`src/rtl/median_filter_arbiter_if.sv`:
```
// Handshake/bus bundle for median_filter_arbiter: strobed sample inputs and
// filtered outputs. The slave modport is the filter, master is its driver.
interface median_filter_arbiter_if #(
    parameter int CHANNELS = 4
);
    localparam int CHW = $clog2(CHANNELS);

    logic [CHANNELS-1:0] sample_stb;
    logic [CHANNELS-1:0] bit_in;
    logic                hist_clr;
    logic [CHANNELS-1:0] ovr_clr;
    logic [CHANNELS-1:0] bit_out;
    logic                out_valid;
    logic [CHW-1:0]      out_ch;
    logic [CHANNELS-1:0] overrun;
    logic                busy;

    modport master (
        output sample_stb, bit_in, hist_clr, ovr_clr,
        input  bit_out, out_valid, out_ch, overrun, busy
    );

    modport slave (
        input  sample_stb, bit_in, hist_clr, ovr_clr,
        output bit_out, out_valid, out_ch, overrun, busy
    );
endinterface

```
`src/rtl/median_filter_arbiter.sv`:
```
// Time-shared majority-vote bit filter: one popcount engine serves CHANNELS histories
// via a round-robin arbiter. Optional feature macro: MEDIAN_FILTER_ARB_OVERRUN_EN.
module median_filter_arbiter #(
    parameter int CHANNELS    = 4,
    parameter int FILTER_SIZE = 8,
    parameter int COMP_NUMBER = 4
) (
    input logic                    clk,
    input logic                    rst_n,
    median_filter_arbiter_if.slave bus
);
    localparam int CHW  = $clog2(CHANNELS);
    localparam int CNTW = $clog2(FILTER_SIZE + 1);

    logic [CHANNELS-1:0]    r_pending;
    logic [CHANNELS-1:0]    r_pbit;
    logic [FILTER_SIZE-1:0] r_hist [CHANNELS];
    logic [CHANNELS-1:0]    r_bit_out;
    logic [CHW-1:0]         r_last_grant;
    logic                   r_s1_valid;
    logic [CHW-1:0]         r_s1_ch;
    logic                   r_out_valid;
    logic [CHW-1:0]         r_out_ch;

    logic                   w_grant_valid;
    logic [CHW-1:0]         w_grant_ch;
    logic [CHW-1:0]         w_idx;
    logic [CHANNELS-1:0]    w_grant_oh;
    logic [CNTW-1:0]        w_ones;
    logic                   w_hit;

    // Walk from farthest to nearest so the channel closest after last_grant wins.
    always_comb begin
        w_grant_valid = 1'b0;
        w_grant_ch    = '0;
        w_idx         = '0;
        for (int k = CHANNELS; k >= 1; k--) begin
            w_idx = CHW'((int'(r_last_grant) + k) % CHANNELS);
            if (r_pending[w_idx] && !bus.hist_clr) begin
                w_grant_valid = 1'b1;
                w_grant_ch    = w_idx;
            end
        end
        w_grant_oh = '0;
        if (w_grant_valid) begin
            w_grant_oh[w_grant_ch] = 1'b1;
        end
    end

    always_comb begin
        w_ones = '0;
        for (int i = 0; i < FILTER_SIZE; i++) begin
            w_ones = w_ones + CNTW'(r_hist[r_s1_ch][i]);
        end
        w_hit = (w_ones >= CNTW'(COMP_NUMBER));
    end

    genvar gi;
    generate
        for (gi = 0; gi < CHANNELS; gi++) begin : g_ch
            always_ff @(posedge clk or negedge rst_n) begin
                if (!rst_n) begin
                    r_pending[gi] <= 1'b0;
                    r_pbit[gi]    <= 1'b0;
                    r_hist[gi]    <= '0;
                end else if (bus.hist_clr) begin
                    r_pending[gi] <= 1'b0;
                    r_hist[gi]    <= '0;
                end else begin
                    // A strobe in the grant cycle re-arms the channel with the new bit.
                    if (bus.sample_stb[gi]) begin
                        r_pending[gi] <= 1'b1;
                        r_pbit[gi]    <= bus.bit_in[gi];
                    end else if (w_grant_oh[gi]) begin
                        r_pending[gi] <= 1'b0;
                    end
                    if (w_grant_oh[gi]) begin
                        r_hist[gi] <= {r_pbit[gi], r_hist[gi][FILTER_SIZE-1:1]};
                    end
                end
            end

            always_ff @(posedge clk or negedge rst_n) begin
                if (!rst_n) begin
                    r_bit_out[gi] <= 1'b0;
                end else if (bus.hist_clr) begin
                    r_bit_out[gi] <= 1'b0;
                end else if (r_s1_valid && (r_s1_ch == CHW'(gi))) begin
                    r_bit_out[gi] <= w_hit;
                end
            end
        end
    endgenerate

    always_ff @(posedge clk or negedge rst_n) begin
        if (!rst_n) begin
            r_last_grant <= CHW'(CHANNELS - 1);
            r_s1_valid   <= 1'b0;
            r_s1_ch      <= '0;
            r_out_valid  <= 1'b0;
            r_out_ch     <= '0;
        end else begin
            if (w_grant_valid) begin
                r_last_grant <= w_grant_ch;
                r_s1_ch      <= w_grant_ch;
            end
            r_s1_valid  <= w_grant_valid;
            r_out_valid <= r_s1_valid && !bus.hist_clr;
            if (r_s1_valid && !bus.hist_clr) begin
                r_out_ch <= r_s1_ch;
            end
        end
    end

`ifdef MEDIAN_FILTER_ARB_OVERRUN_EN
    logic [CHANNELS-1:0] r_overrun;

    generate
        for (gi = 0; gi < CHANNELS; gi++) begin : g_ovr
            always_ff @(posedge clk or negedge rst_n) begin
                if (!rst_n) begin
                    r_overrun[gi] <= 1'b0;
                end else if (!bus.hist_clr && bus.sample_stb[gi] && r_pending[gi] && !w_grant_oh[gi]) begin
                    r_overrun[gi] <= 1'b1;
                end else if (bus.ovr_clr[gi]) begin
                    r_overrun[gi] <= 1'b0;
                end
            end
        end
    endgenerate

    assign bus.overrun = r_overrun;
`else
    logic w_unused_ovr_clr;
    assign w_unused_ovr_clr = ^bus.ovr_clr;
    assign bus.overrun      = '0;
`endif

    assign bus.bit_out   = r_bit_out;
    assign bus.out_valid = r_out_valid;
    assign bus.out_ch    = r_out_ch;
    assign bus.busy      = (|r_pending) | r_s1_valid | r_out_valid;
endmodule

```
`src/flat_wrapper.sv`:
```
// flat-port wrapper written by rule: the top's interface ports become plain ports
module median_filter_arbiter_flat 
#(
    parameter int CHANNELS    = 4,
    parameter int FILTER_SIZE = 8,
    parameter int COMP_NUMBER = 4
)
  (clk, rst_n, bus_sample_stb, bus_bit_in, bus_hist_clr, bus_ovr_clr, bus_bit_out, bus_out_valid, bus_out_ch, bus_overrun, bus_busy);
  median_filter_arbiter_if #(.CHANNELS(CHANNELS)) bus_i ();
  input logic clk;
  input logic rst_n;
  input wire logic [$bits(bus_i.sample_stb)-1:0] bus_sample_stb;
  input wire logic [$bits(bus_i.bit_in)-1:0] bus_bit_in;
  input wire logic [$bits(bus_i.hist_clr)-1:0] bus_hist_clr;
  input wire logic [$bits(bus_i.ovr_clr)-1:0] bus_ovr_clr;
  output wire logic [$bits(bus_i.bit_out)-1:0] bus_bit_out;
  output wire logic [$bits(bus_i.out_valid)-1:0] bus_out_valid;
  output wire logic [$bits(bus_i.out_ch)-1:0] bus_out_ch;
  output wire logic [$bits(bus_i.overrun)-1:0] bus_overrun;
  output wire logic [$bits(bus_i.busy)-1:0] bus_busy;
  assign bus_i.sample_stb = bus_sample_stb;
  assign bus_i.bit_in = bus_bit_in;
  assign bus_i.hist_clr = bus_hist_clr;
  assign bus_i.ovr_clr = bus_ovr_clr;
  assign bus_bit_out = bus_i.bit_out;
  assign bus_out_valid = bus_i.out_valid;
  assign bus_out_ch = bus_i.out_ch;
  assign bus_overrun = bus_i.overrun;
  assign bus_busy = bus_i.busy;
  median_filter_arbiter #(.CHANNELS(CHANNELS), .FILTER_SIZE(FILTER_SIZE), .COMP_NUMBER(COMP_NUMBER)) u_core (.clk(clk), .rst_n(rst_n), .bus(bus_i));
endmodule
```
`config.mk`:
```
export PLATFORM = sky130hd
export DESIGN_NAME = median_filter_arbiter_flat
export DESIGN_NICKNAME = d
export VERILOG_FILES = /design/src/rtl/median_filter_arbiter_if.sv /design/src/rtl/median_filter_arbiter.sv /design/src/flat_wrapper.sv
export SDC_FILE = /design/constraint.sdc
export NUM_CORES = 1
export LEC_CHECK = 0
export BUFFER_PORTS_ARGS = -buffer_cell sky130_fd_sc_hd__buf_2
export CORE_MARGIN = 1
export CORE_UTILIZATION = 29
export CTS_BUF_LIST = sky130_fd_sc_hd__clkbuf_4 sky130_fd_sc_hd__clkbuf_8 sky130_fd_sc_hd__clkbuf_16
export DETAILED_ROUTE_END_ITERATION = 16
export SLEW_MARGIN = 20
export SYNTH_ARGS = -nofsm -noshare
export SYNTH_HDL_FRONTEND = slang
export SYNTH_SLANG_ARGS = --single-unit
export TNS_END_PERCENT = 20
```
`constraint.sdc`:
```
create_clock -name clk -period 4.4 [get_ports clk]
set_input_delay 0.22 -clock clk [delete_from_list [all_inputs] [get_ports clk]]
set_output_delay 0.22 -clock clk [all_outputs]
set_load 0.005 [all_outputs]
```
; ---- Yosys cells after proc, flatten, opt, wreduce, memory -nomap -nowiden
; Cells that the tools add are included.
[totals]
output_inout_bits = 12
ff_bits = 52
elab_cells = 126
[classes]
mux = 50
reduce_logical = 29
add_sub_neg = 11
order_cmp = 8
eq_ne = 3
bitwise = 4
[op_table]
columns = cell, count
row1 = 2-to-1 mux 8 bit, 10
row2 = 2-to-1 mux 1 bit, 29
row3 = adder 4 x 1 -> 4 bit, 6
row4 = binary-select mux 8 bit (select 2 bit), 1
row5 = nonzero test 2 bit, 8
row6 = "< comparator 2 x 3 -> 1 bit, second input constant", 5
row7 = nonzero test 3 bit, 4
row8 = logical AND 1 bit, 10
row9 = binary-select mux 1 bit (select 2 bit), 4
row10 = 2-to-1 mux 2 bit, 4
row11 = AND reduction 2 bit, 4
row12 = "adder 2 x 1 -> 2 bit, second input constant", 2
row13 = "adder 2 bit, second input constant", 2
row14 = "equality test 2 bit, second input constant", 2
row15 = ">= comparator 4 x 3 -> 1 bit, second input constant", 1
row16 = 2-to-1 mux 4 bit, 1
row17 = OR reduction 4 bit, 1
row18 = ">= comparator 3 bit, second input constant", 1
row19 = inverter 2 -> 3 bit, 1
row20 = adder 1 x 1 -> 2 bit, 1
row21 = demux 1 bit (select 2 bit), 1
row22 = "equality test 2 x 1 -> 1 bit, second input constant", 1
row23 = ">= comparator 2 x 1 -> 1 bit, second input constant", 1
row24 = logical NOT 2 bit, 1
row25 = 3 further kinds, 4

; ---- Logic depth before layout (Yosys ltp)
[depth]
ltp_word = 16
ltp_mapped = 13

; ---- Worst setup path after synthesis
; Ideal clock, no wire load.
[synth_timing]
path_type = register to register
start = register u_core.r_s1_ch[0]
end = register u_core.r_bit_out[1] (netlist: u_core.bus.bit_out[1])
period_less_slack_ns = 3.888
required_ns = 4.249
stages_incl_launch_ff = 13
arrival_ns = 3.737
slack_ns = 0.512
cell_sequence = dfrtp_1 clkbuf_1 clkbuf_1 mux4_2 ha_1 fa_1 inv_1 fa_1 inv_1 ha_1 a21o_1 a21oi_1 a311oi_1
[synth_via]
elab_chain_len = 14
elab_cells_between_ends = 17
cone_classes = 7 x add/sub / 1 x order compare / 1 x eq/ne / 5 x mux / 1 x bitwise / 2 x reduce/logical
[synth_lines]
columns = item, line_no
row1 = from (decl), median_filter_arbiter.sv:21  ; logic [CHW-1:0] r_s1_ch;
row2 = from (signal assigned), median_filter_arbiter.sv:105  ; r_s1_ch <= w_grant_ch;
row3 = inverter 2 -> 3 bit (implied by the code), median_filter_arbiter.sv:53  ; w_ones = w_ones + CNTW'(r_hist[r_s1_ch][i]);
row4 = binary-select mux 8 bit (select 2 bit), median_filter_arbiter.sv:53
row5 = 2-to-1 mux 8 bit (implied by the code) (2 in a row), median_filter_arbiter.sv:53
row6 = adder 1 x 1 -> 2 bit, median_filter_arbiter.sv:53
row7 = adder 4 x 1 -> 4 bit (6 in a row), median_filter_arbiter.sv:53
row8 = >= comparator 4 x 3 -> 1 bit, median_filter_arbiter.sv:55  ; w_hit = (w_ones >= CNTW'(COMP_NUMBER));
row9 = 2-to-1 mux 1 bit, median_filter_arbiter.sv:88  ; end else if (r_s1_valid && (r_s1_ch == CHW'(gi))) begin
row10 = 2-to-1 mux 1 bit, median_filter_arbiter.sv:86  ; end else if (bus.hist_clr) begin
row11 = "to (signal, indexed assignment)", median_filter_arbiter.sv:89  ; r_bit_out[gi] <= w_hit;
row12 = to (decl), median_filter_arbiter.sv:18  ; logic [CHANNELS-1:0] r_bit_out;
; Several ways; a longest one is shown, not always the timed one. The select of a mux whose other input is x is not followed.
; A chain may end at the register's enable or synchronous reset.

; ---- Worst setup path in the final report
; Ends and elaborated chain as after synthesis.

==> results.cfg <==
[synthesis]
ys_ff_latch = 52
synth_top_area_share_pct = 44.3
synthTopCellsByArea = dfrtp_1 (44%), mux4_2 (6.4%), o21ai_0 (5.8%)
netlist_area_um2 = 2820
syn_area_per_cell_um2 = 10.0
synthFlopType = dfrtp_1
yosysUniqueCellTypes = 46
ys_seq_area_share_pct = 46.2
synth_edf_count = 0
async_flop_share_pct = 100
syn_inst = 282
yosysWarningCount = 0
synth_area_leader_cell = dfrtp_1

[timing]
relSlewSlack_pct = 37.9
fin_setup_tns_ps = 0
rsz0062_at_grt = false
period_needed_ps = 3610
drv_slew = 0
hold_violations = 0
fin_crit_sh_pct = 82.0
finalSetupViolCount = 0
max_freq_mhz = 277
skew_ps = 5.19
tightest_slew_ps = 931

[placement]
place.gp.congestion = 0.823
dp_hpwl_mm = 4.20
dpl.cell_count = 411
io_buffers = 18

[route]
via_per_inst = 5.16
ant_nets = 0
routedWlPerCell_um = 15.1
vias = 2163
drc = 0
drt_iter0_markers = 184
met1_length_mm = 3.16
dr.pass1.iters = 4
drt-total-wl_mm = 6.31
dr.max_layer_used = met4
dr_wl_met2_mm = 2.86
route.met3.wl_um = 217

[setup_path]
crit_type = reg2reg
cp_data_required_time_ps = 4560
start_kind = register
worstRegToRegCells = 10
cp_max_fo = 9
timing.rr.end = u_core.bus.bit_out[1]$_DFFE_PN0P_
cp_data_arrival_time_ps = 3770
reg2reg_slack_ps = 790
r2r-start = u_core.r_s1_ch[0]$_DFFE_PN0P_
end_kind = register

[floorplan]
die_x_um = 101
row_count = 35
coreArea_um2 = 9330
num_io_pins = 27
die_y_um = 101
start_util_pct = 30.3
die-area_um2 = 10100

[flow_run]
cap_violations = 0

[global_route]
antenna_found_initial = 0
grt_pass1_vias = 2003
grt_pass1_wl_mm = 10.5
grt.overflow.total = 0
grt_use_total_pct = 13.4
grt_max_degree = 53

[run_status]
status = complete, no violations

[final_layout]
syn_to_final_growth_pct = 8.99
stdcell_count = 419
drive_above_1_share_pct = 18.3
final_cell_mix = dfrtp_1 (50), o21ai_0 (33), a21oi_1 (30)
nets = 310
final_common_cell = dfrtp_1
antennaDiodeCount = 0

[clocking]
path_clk_slew_ps = 90
cts_hold_buffers = 0
root_buffer = clkbuf_8
cts_num_sinks = 52
cts_max_level = 2
cts_inserted_buffers = 5
cts_tree = built
cts_resized = 0
cts_buffer_depth = 2
post-cts-setup-buffers = 0
clock_latency_ps = 310

[power]
powerDensity_nw_per_um2 = 527
power.leakage_nw = 1.36
irDropWorstVdd_mv = 0.176

[hold_path]
worstHoldPathType = in2async
## final cells by class
class | count | area [um2]
Tap cell | 129 | 161
Fill cell | 972 | 6250
Timing Repair Buffer | 22 | 120
Clock buffer | 8 | 97.6
Multi-Input combinational cell | 192 | 1340
Inverter | 16 | 60.1
Sequential cell | 52 | 1300
## how the worst max path moves through the flow
stage                                        startpoint                                 to  slack (ps)  depth (start not counted)
after floorplan           u_core.r_s1_ch[0]$_DFFE_PN0P_  u_core.bus.bit_out[1]$_DFFE_PN0P_         510                         12
after global placement    u_core.r_s1_ch[0]$_DFFE_PN0P_  u_core.bus.bit_out[3]$_DFFE_PN0P_         810                         10
after detailed placement  u_core.r_s1_ch[0]$_DFFE_PN0P_  u_core.bus.bit_out[1]$_DFFE_PN0P_         770                         10
after CTS                 u_core.r_s1_ch[0]$_DFFE_PN0P_  u_core.bus.bit_out[1]$_DFFE_PN0P_         760                         10
after global routing      u_core.r_s1_ch[0]$_DFFE_PN0P_  u_core.bus.bit_out[1]$_DFFE_PN0P_         610                         10
final                     u_core.r_s1_ch[0]$_DFFE_PN0P_  u_core.bus.bit_out[1]$_DFFE_PN0P_         790                         10
## state kept, by name, indices dropped and copies added, names as in the netlist
name                  flops
u_core.r_pending          4
u_core.r_s1_valid         1
u_core.bus.out_ch         2
u_core.r_hist            32
u_core.r_last_grant       2
u_core.bus.out_valid      1
u_core.r_pbit             4
u_core.bus.bit_out        4
u_core.r_s1_ch            2
## critical path, stage by stage, from the launching register on
cell	delay, ps
dfrtp_1	560
mux4_2	560
ha_1	330
fa_1	540
inv_1	60
fa_1	530
inv_1	40
ha_1	270
a21o_1	160
a21oi_1	290
a311oi_1	140
## kinds of logic (layout without fill, tap and decap cells)
family / Yosys count / count (layout) / share of synthesized area, %
compound gates: 95 / 95 / 20.8
simple gates: 64 / 64 / 10.9
flops: 52 / 52 / 46.2
buf+inv: 41 / 46 / 6.96
mux: 23 / 23 / 11.9
fa+ha+maj: 6 / 6 / 3.19
other cells: 1 / 4 / 0.133
## report_power, final
part	switching, mW	internal, mW	total (mW)	leakage, nW
Sequential	0.117	0.557	0.674	0.690
Combinational	0.420	0.231	0.652	0.614
Clock	0.157	0.141	0.298	0.0523
Total	0.694	0.929	1.62	1.36
## through the flow
stage               utilization (%)  power (mW)  worst slack, ps  hold slack, ps  instance area (um2)
finish                         33.0        1.62              790            16.6                 3080
CTS                            33.0        1.63              761            59.6                 3080
floorplan                         -        1.17              512           -75.6                 2840
global route                   33.0        1.74              609            72.5                 3080
detailed placement             32.0        1.33              765             402                 2980
global placement               32.0        1.32              814             395                 2980
## cells in the mapped netlist, types with 2 or more instances
cell	n
buf_2	10
a21o_1	3
o22a_1	2
dfrtp_1	50
nand3_1	23
mux2_2	4
clkbuf_1	8
a31oi_1	3
mux4_2	8
nor2_1	7
ha_1	4
o21ai_0	33
a311oi_1	3
or3_1	2
inv_1	15
nor2b_1	6
a21oi_1	30
o21ai_1	2
fa_1	2
o22ai_2	2
buf_4	6
o211ai_1	4
mux2i_1	11
dfstp_2	2
a31o_2	2
nand2_1	20
## layer usage
metal / vias to the layer above / GRT usage (%)
li1: 1026 / -
met2: 51 / 19.4
met1: 1082 / 20.2
met5: - / 0
met4: 0 / 4.46
met3: 4 / 2.43
No activity file was read; power rests on OpenSTA's default activity.
